===== config.mk =====
export PLATFORM = sky130hd
export DESIGN_NAME = mem_arbiter
export DESIGN_NICKNAME = d
export VERILOG_FILES = /design/src/rtl/mem_arbiter.sv
export SDC_FILE = /design/constraint.sdc
export NUM_CORES = 1
export LEC_CHECK = 0
export CAP_MARGIN = 20
export CORE_AREA = 2 2 120 122
export CTS_CLUSTER_DIAMETER = 50
export DETAILED_ROUTE_END_ITERATION = 6
export DIE_AREA = 0 0 122 124
export PLACE_DENSITY = 0.78
export SETUP_SLACK_MARGIN = 0.15
export SLEW_MARGIN = 10
export SYNTH_ARGS = -nofsm -noshare
export SYNTH_HDL_FRONTEND = slang
export SYNTH_SLANG_ARGS = --single-unit

===== constraint.sdc =====
create_clock -name clk -period 3.02 [get_ports clk]
set_input_delay 0.604 -clock clk [delete_from_list [all_inputs] [get_ports clk]]
set_output_delay 0.604 -clock clk [all_outputs]
set_load 0.02 [all_outputs]

===== src/rtl/mem_arbiter.sv =====
// mem_arbiter: two-port (fetch I-port, memory-stage D-port) to one-port
// arbiter for a unified single-port synchronous RAM with 1-cycle read latency.
//
// Ports:
//   clk, reset          clock; synchronous active-high reset
//   ireq/iaddr          fetch request and address (held until igrant)
//   igrant/istall       combinational fetch grant / stall
//   ivalid/irdata       fetch response one cycle after igrant; irdata holds
//                       the last returned word while ivalid=0
//   dreq/dwe/daddr/dwdata/damp
//                       load/store request, held until dgrant
//   dgrant/dstall       combinational data grant / stall
//   dvalid/drdata       load response one cycle after a load grant
//   mem_en/mem_we/mem_addr/mem_wdata/mem_rdata
//                       shared RAM interface
//   conflict_cnt        cycles with ireq and dreq both high (wraps)
module mem_arbiter #(
  parameter int ADDR_W       = 32,
  parameter int DATA_W       = 32,
  parameter int STARVE_LIMIT = 4
) (
  input  logic              clk,
  input  logic              reset,
  input  logic              ireq,
  input  logic [ADDR_W-1:0] iaddr,
  output logic              igrant,
  output logic              ivalid,
  output logic [DATA_W-1:0] irdata,
  output logic              istall,
  input  logic              dreq,
  input  logic              dwe,
  input  logic [ADDR_W-1:0] daddr,
  input  logic [DATA_W-1:0] dwdata,
  input  logic [3:0]        damp,
  output logic              dgrant,
  output logic              dvalid,
  output logic [DATA_W-1:0] drdata,
  output logic              dstall,
  output logic              mem_en,
  output logic [3:0]        mem_we,
  output logic [ADDR_W-1:0] mem_addr,
  output logic [DATA_W-1:0] mem_wdata,
  input  logic [DATA_W-1:0] mem_rdata,
  output logic [31:0]       conflict_cnt
);

  localparam logic [3:0] STARVE_LIM = 4'(STARVE_LIMIT);

  // Owner of the read data arriving next cycle
  localparam logic [1:0] OWN_NONE = 2'd0;
  localparam logic [1:0] OWN_IRD  = 2'd1;
  localparam logic [1:0] OWN_DRD  = 2'd2;

  logic [1:0]        owner_r;
  logic [1:0]        ownerNext_s;
  logic [3:0]        starveCnt_r;
  logic [DATA_W-1:0] iHold_r;
  logic [DATA_W-1:0] dHold_r;
  logic [31:0]       conflictCnt_r;
  logic              iForce_s;

  // Grant selection: D-port wins unless the I-port has starved long enough
  always_comb begin
    iForce_s = ireq & (starveCnt_r >= STARVE_LIM);
    igrant   = ireq & (~dreq | iForce_s);
    dgrant   = dreq & ~igrant;
    istall   = ireq & ~igrant;
    dstall   = dreq & ~dgrant;
  end

  // RAM drive from the granted port
  always_comb begin
    mem_en    = igrant | dgrant;
    mem_wdata = dwdata;
    if (igrant) begin
      mem_addr = iaddr;
    end else begin
      mem_addr = daddr;
    end
    if (dgrant & dwe) begin
      mem_we = damp;
    end else begin
      mem_we = 4'b0000;
    end
  end

  // Next owner: only reads produce a response; stores leave it NONE
  always_comb begin
    if (igrant) begin
      ownerNext_s = OWN_IRD;
    end else if (dgrant & ~dwe) begin
      ownerNext_s = OWN_DRD;
    end else begin
      ownerNext_s = OWN_NONE;
    end
  end

  // Response routing from the registered owner
  always_comb begin
    case (owner_r)
      OWN_IRD: begin
        ivalid = 1'b1;
        dvalid = 1'b0;
      end
      OWN_DRD: begin
        ivalid = 1'b0;
        dvalid = 1'b1;
      end
      default: begin
        ivalid = 1'b0;
        dvalid = 1'b0;
      end
    endcase
    if (ivalid) begin
      irdata = mem_rdata;
    end else begin
      irdata = iHold_r;
    end
    if (dvalid) begin
      drdata = mem_rdata;
    end else begin
      drdata = dHold_r;
    end
  end

  // State: owner, hold registers, starvation and conflict counters
  always_ff @(posedge clk) begin
    if (reset) begin
      owner_r       <= OWN_NONE;
      iHold_r       <= '0;
      dHold_r       <= '0;
      starveCnt_r   <= 4'd0;
      conflictCnt_r <= 32'd0;
    end else begin
      owner_r <= ownerNext_s;
      if (ivalid) begin
        iHold_r <= mem_rdata;
      end
      if (dvalid) begin
        dHold_r <= mem_rdata;
      end
      // Saturating count of consecutive denied fetch cycles
      if (ireq & ~igrant) begin
        if (starveCnt_r != 4'hF) begin
          starveCnt_r <= starveCnt_r + 4'd1;
        end
      end else begin
        starveCnt_r <= 4'd0;
      end
      if (ireq & dreq) begin
        conflictCnt_r <= conflictCnt_r + 32'd1;
      end
    end
  end

  assign conflict_cnt = conflictCnt_r;

endmodule

## Word level (Yosys, flattened, before mapping)

Index checks and enable logic that the tools add are counted.

- Bits in registers: 102

- Equal/unequal tests: 3
- Add/subtract/negate cells: 2
- Magnitude comparators: 1
- Reduce and logical (&&, ||, !) cells: 2
- Mux-type cells: 8
- Bitwise gates (word level): 15

Operator list:

| cell | count |
|---|---|
| 32-bit two-way mux | 3 |
| 32-bit by 1-bit adder with 32-bit output, second input constant | 1 |
| 1-bit AND | 8 |
| 1-bit NOT | 5 |
| 4-bit by 1-bit adder with 4-bit output, second input constant | 1 |
| 4-bit by 3-bit >= comparator with 1-bit output, second input constant | 1 |
| 4-bit two-way mux | 1 |
| 4-bit inequality test, second input constant | 1 |
| 2-bit OR reduction | 2 |
| 1-bit two-way mux | 3 |
| 2-bit by 1-bit == test with 1-bit output, second input constant | 1 |
| 2-bit == test, second input constant | 1 |
| 2-bit two-way mux | 1 |
| 1-bit OR | 2 |

## Logic depth before layout (Yosys ltp)

- Word-level depth: 9
- Depth in mapped cells: 7
- Gate-level depth less buffers: 5

## Worst setup path before layout

OpenSTA, ideal clock, no wires.

- Kind: input to output
- From: in ireq
- To: out mem_addr[23]
- Stages: 6
- Slack: 0.400 ns
- Data required time: 2.416 ns
- Path buffers: 2
- Arrival: 2.016 ns
- Cells stage by stage: o21ai_0 -> nand2_1 -> and2_1 -> clkbuf_1 -> buf_1 -> mux2_2

- Cells in the longest elaborated chain, start to end: 4

Ends and longest elaborated chain:

| element | RTL line | source |
|---|---|---|
| start, declared | 24 | `input logic ireq,` |
| 1-bit AND | 64 | `iForce_s = ireq & (starveCnt_r >= STARVE_LIM);` |
| 1-bit OR | 65 | `igrant = ireq & (~dreq \| iForce_s);` |
| 1-bit AND * | 65 |  |
| net igrant | 26 | `output logic igrant,` |
| 32-bit two-way mux * | 75 | `if (igrant) begin` |
| end, declared | 41 | `output logic [ADDR_W-1:0] mem_addr,` |

Mark *: on every way through the listed nets, which the timed path passes. The rest lies on a longest branch.

## Final worst setup path

- From: in ireq
- To: out mem_addr[8]

- Cells in the longest elaborated chain, start to end: 4

Ends and longest elaborated chain:

| element | RTL line |
|---|---|
| 1-bit AND | 64 |
| 1-bit OR | 65 |
| 1-bit AND * | 65 |
| 32-bit two-way mux * | 75 |

Every way passes the cells marked *; elsewhere a longest branch is shown, timed or not.

==> metrics.txt <==
# TYPE chip_impl_metric gauge
chip_impl_info{name="outcome",value="finished, final reports clean"} 1
chip_impl_metric{name="crit_path_max_fanout",unit=""} 10
chip_impl_metric{name="drc",unit=""} 0
chip_impl_metric{name="final_period_minus_worst_setup_slack",unit="ps"} 2860
chip_impl_info{name="regToRegStartpoint",value="conflict_cnt[10]"} 1
chip_impl_metric{name="cts_buffer_depth",unit=""} 2
chip_impl_metric{name="postRouteAntennaNets",unit=""} 0
chip_impl_metric{name="finalHoldWorstSlack",unit="ps"} 433
chip_impl_metric{name="detail_route.first_pass.iterations",unit=""} 4
chip_impl_metric{name="powerDensity",unit="nW/µm²"} 433
chip_impl_metric{name="gpl.final_weighted_congestion",unit=""} 0.885
chip_impl_metric{name="yosys_top_cell_area_share",unit=""} 0.422
chip_impl_info{name="tritoncts_clock_tree",value="yes"} 1
chip_impl_metric{name="fmax",unit="MHz"} 350
chip_impl_metric{name="total_leakage_power",unit="µW"} 0.00282
chip_impl_metric{name="worst_setup_slack_final",unit="ps"} 161
chip_impl_metric{name="vias_per_cell",unit=""} 4.95
chip_impl_metric{name="fin_crit_sh",unit=""} 0.947
chip_impl_metric{name="yosys.cell_types.count",unit=""} 32
chip_impl_metric{name="r2r_cells",unit=""} 4
chip_impl_metric{name="setup_violations",unit=""} 0
chip_impl_metric{name="final-instance-count-excl-fill",unit=""} 877
chip_impl_info{name="synthDominantAreaCellType",value="sky130_fd_sc_hd__dfxtp_1"} 1
chip_impl_metric{name="clock_tree.htree_level_count",unit=""} 3
chip_impl_metric{name="standard_cell_row_count",unit=""} 43
chip_impl_info{name="min_delay_worst_endpoint",value="starveCnt_r[0]"} 1
chip_impl_metric{name="layout-drive-gt1-share",unit=""} 0.234
chip_impl_metric{name="cellInternalPower",unit="µW"} 2390
chip_impl_metric{name="grt_max_degree",unit=""} 49
chip_impl_metric{name="power.share.switching",unit=""} 0.260
chip_impl_metric{name="combinationalPowerShare",unit=""} 0.203
chip_impl_metric{name="total_i_o_pin_count",unit=""} 308
chip_impl_metric{name="detailroute.via_count",unit=""} 4343
chip_impl_metric{name="grt_antenna_before_repair",unit=""} 0
chip_impl_info{name="critical_path.startpoint_type",value="input pin"} 1
chip_impl_metric{name="num-nets-final",unit=""} 831
chip_impl_info{name="final_common_cell",value="sky130_fd_sc_hd__clkdlybuf4s50_1"} 1
chip_impl_metric{name="antenna_cells",unit=""} 0
chip_impl_metric{name="slew_viol_final",unit=""} 0
chip_impl_metric{name="dp.final_hpwl",unit="mm"} 12.2
chip_impl_info{name="cp-end-kind",value="output port"} 1
chip_impl_metric{name="final_hold_viol_count",unit=""} 0
chip_impl_metric{name="proportion_of_power_drawn_by_the_clock_network",unit=""} 0.368
chip_impl_metric{name="place_ws",unit="ps"} -200
chip_impl_metric{name="nFillCells",unit=""} 1243
chip_impl_metric{name="number_of_clock_sinks",unit=""} 102
chip_impl_metric{name="netSwitchingPower",unit="µW"} 841
chip_impl_metric{name="chipHeight",unit="µm"} 124
chip_impl_metric{name="netlist_area",unit="µm²"} 4840
chip_impl_info{name="leading_cell_types_in_the_layout_fill_and_taps_excluded",value="sky130_fd_sc_hd__clkdlybuf4s50_1 (204), sky130_fd_sc_hd__dfxtp_1 (102), sky130_fd_sc_hd__mux2_2 (97)"} 1
chip_impl_info{name="hold_path_startpoint",value="starveCnt_r[0]"} 1
chip_impl_metric{name="syn_area_per_cell",unit="µm²"} 9.98
chip_impl_metric{name="numPortBuffers",unit=""} 243
chip_impl_metric{name="synth_seq_cells",unit=""} 102
chip_impl_info{name="ctsRootBufferMaster",value="sky130_fd_sc_hd__clkbuf_16"} 1
chip_impl_metric{name="ir_worst_vdd",unit="V"} 0.000233
chip_impl_metric{name="die-width",unit="µm"} 122
chip_impl_metric{name="route.final.wire_length",unit="mm"} 15.6
chip_impl_info{name="post_synth_main_area_contributors",value="sky130_fd_sc_hd__dfxtp_1 (42%), sky130_fd_sc_hd__mux2_2 (23%), sky130_fd_sc_hd__nor2b_1 (8.8%), sky130_fd_sc_hd__buf_4 (5.0%), sky130_fd_sc_hd__a21oi_1 (2.5%)"} 1
chip_impl_metric{name="crit_required",unit="ps"} 2420
chip_impl_metric{name="initialDrtViolationCount",unit=""} 160
chip_impl_metric{name="die_area",unit="µm²"} 15100
chip_impl_metric{name="worst_slew_slack_as_a_fraction_of_its_limit",unit=""} 0.641
chip_impl_metric{name="synthCells",unit=""} 485
chip_impl_metric{name="multiInputGateArea",unit="µm²"} 2430
chip_impl_metric{name="global_route.overflow_total",unit=""} 0
chip_impl_metric{name="wire_length_of_the_first_global_routing_pass",unit="mm"} 22.0
chip_impl_metric{name="track_usage",unit=""} 0.191
chip_impl_metric{name="synthToLayoutAreaGrowth",unit="%"} 54.2
chip_impl_metric{name="path_clk_slew",unit="ps"} 70
chip_impl_metric{name="fin_worst_skew",unit="ps"} 8.27
chip_impl_metric{name="layout.area.seq",unit="µm²"} 2040
chip_impl_info{name="grt_setup_unrepaired",value="true"} 1
chip_impl_metric{name="vias_in_the_first_global_route",unit=""} 4291
chip_impl_metric{name="cts_inserted_buffers",unit=""} 9
chip_impl_metric{name="sequentialPowerShare",unit=""} 0.429
chip_impl_metric{name="worst_hold_path.num_cells",unit=""} 1
chip_impl_metric{name="post_drt_wl_per_cell",unit="µm"} 17.7
chip_impl_metric{name="ys_seq_area_frac",unit=""} 0.422
chip_impl_info{name="timing.hold.worst.class",value="reg -> reg"} 1
chip_impl_metric{name="setup-tns-final",unit="ps"} 0
chip_impl_info{name="crit_type",value="in -> out"} 1
chip_impl_metric{name="timing.critical_path.arrival",unit="ps"} 2250
chip_impl_metric{name="worst_slew_pin_slew",unit="ps"} 539
chip_impl_metric{name="core_area",unit="µm²"} 13700
chip_impl_metric{name="initial_utilization",unit=""} 0.353
chip_impl_metric{name="worst_skew_pair_latency",unit="ps"} 340
chip_impl_metric{name="maxCapViolations",unit=""} 0
chip_impl_metric{name="rrSetupSlack",unit="ps"} 840
chip_impl_metric{name="post-place-cells",unit=""} 859
chip_impl_metric{name="synth-warning-count",unit=""} 0
chip_impl_metric{name="synth_nets",unit=""} 624
chip_impl_info{name="timing.rr.end",value="conflict_cnt[31]"} 1
-- cell families (layout without fill, tap and decap cells) --
| kind of cell | Yosys count | count (layout) | share of synthesized area |
|---|---|---|---|
| compound gates | 48 | 48 | 0.0558 |
| xor+xnor | 7 | 7 | 0.0127 |
| fa+ha+maj | 2 | 2 | 0.00517 |
| buf+inv | 67 | 279 | 0.0789 |
| flops | 102 | 102 | 0.422 |
| mux | 97 | 97 | 0.226 |
| other cells | 1 | 1 | 0.000775 |
| simple gates | 161 | 161 | 0.199 |
-- state kept, by name (all words and copies together), names as in the netlist --
name / cells
conflict_cnt: 32
dHold_r: 32
iHold_r: 32
starveCnt_r: 4
owner_r: 2
-- how the worst max path moves through the flow --
| stage | startpoint | to | slack, ps | cells after the start |
|---|---|---|---|---|
| floorplan | ireq | mem_addr[23] | 400 | 6 |
| finish | ireq | mem_addr[8] | 160 | 7 |
| global route | ireq | mem_addr[8] | 110 | 7 |
| CTS | ireq | mem_addr[1] | 80 | 7 |
| detailed placement | ireq | mem_addr[1] | -200 | 7 |
| global placement | ireq | mem_addr[9] | -160 | 7 |
-- layout make-up --
cell class	instances	share of cell area
flip-flops and latches	102	0.274
repair buffers	256	0.326
multi-input cells	316	0.325
well taps	180	0.0302
inverters	7	0.00352
clock buffers	9	0.0302
clock inverters	7	0.0109
-- per-layer routing --
metal | part of all wire | vias to the layer above | global-route usage
met5 | 0 | - | 0
met4 | 0.050 | 0 | 0.121
met3 | 0.085 | 40 | 0.0586
met2 | 0.51 | 196 | 0.349
met1 | 0.36 | 2029 | 0.189
li1 | - | 2078 | -
-- synthesized netlist by cell type (all sizes together) --
cell type  number
and4            2
and3            4
nand3           8
nor4            3
nand2b          1
conb            1
nand2          16
buf            38
xnor2           5
or4            17
o21ai          12
or3            14
o31ai          12
ha              2
or2             1
nand4           9
xor2            2
a21oi          24
nor2b          68
inv             7
and2            3
clkbuf         22
mux2           97
nor2           10
nor3            5
dfxtp         102
-- worst max-delay path, cell delays in order --
cell	delay [ps]
sky130_fd_sc_hd__clkdlybuf4s50_1	470
sky130_fd_sc_hd__o21ai_0	90
sky130_fd_sc_hd__nand2_1	90
sky130_fd_sc_hd__and2_4	190
sky130_fd_sc_hd__buf_6	150
sky130_fd_sc_hd__mux2_2	340
sky130_fd_sc_hd__dlygate4sd2_1	320
-- per-stage QoR --
stage	total power (µW)	util	area, µm²
floorplan	1780	-	4840
global placement	2100	0.529	7250
detailed placement	2100	0.529	7250
CTS	3270	0.548	7520
global route	3370	0.544	7460
finish	3230	0.544	7460
-- power by group through the flow --
stage	Sequential, µW	Combinational (µW)	Clock [µW]
2_1_floorplan	1420	363	0
3_3_place_gp	1420	680	0
3_5_place_dp	1420	684	0
4_1_cts	1390	661	1220
5_1_grt	1390	693	1290
6_report	1390	656	1190
-- what timing repair did --
action	in CTS	in global routing
hold buffers	0	0
pin swaps	0	1
setup endpoints to repair	38	34
cloned	0	1
gates resized for setup	45	58
buffers inserted	0	1
(Power assumes the default switching activity.)
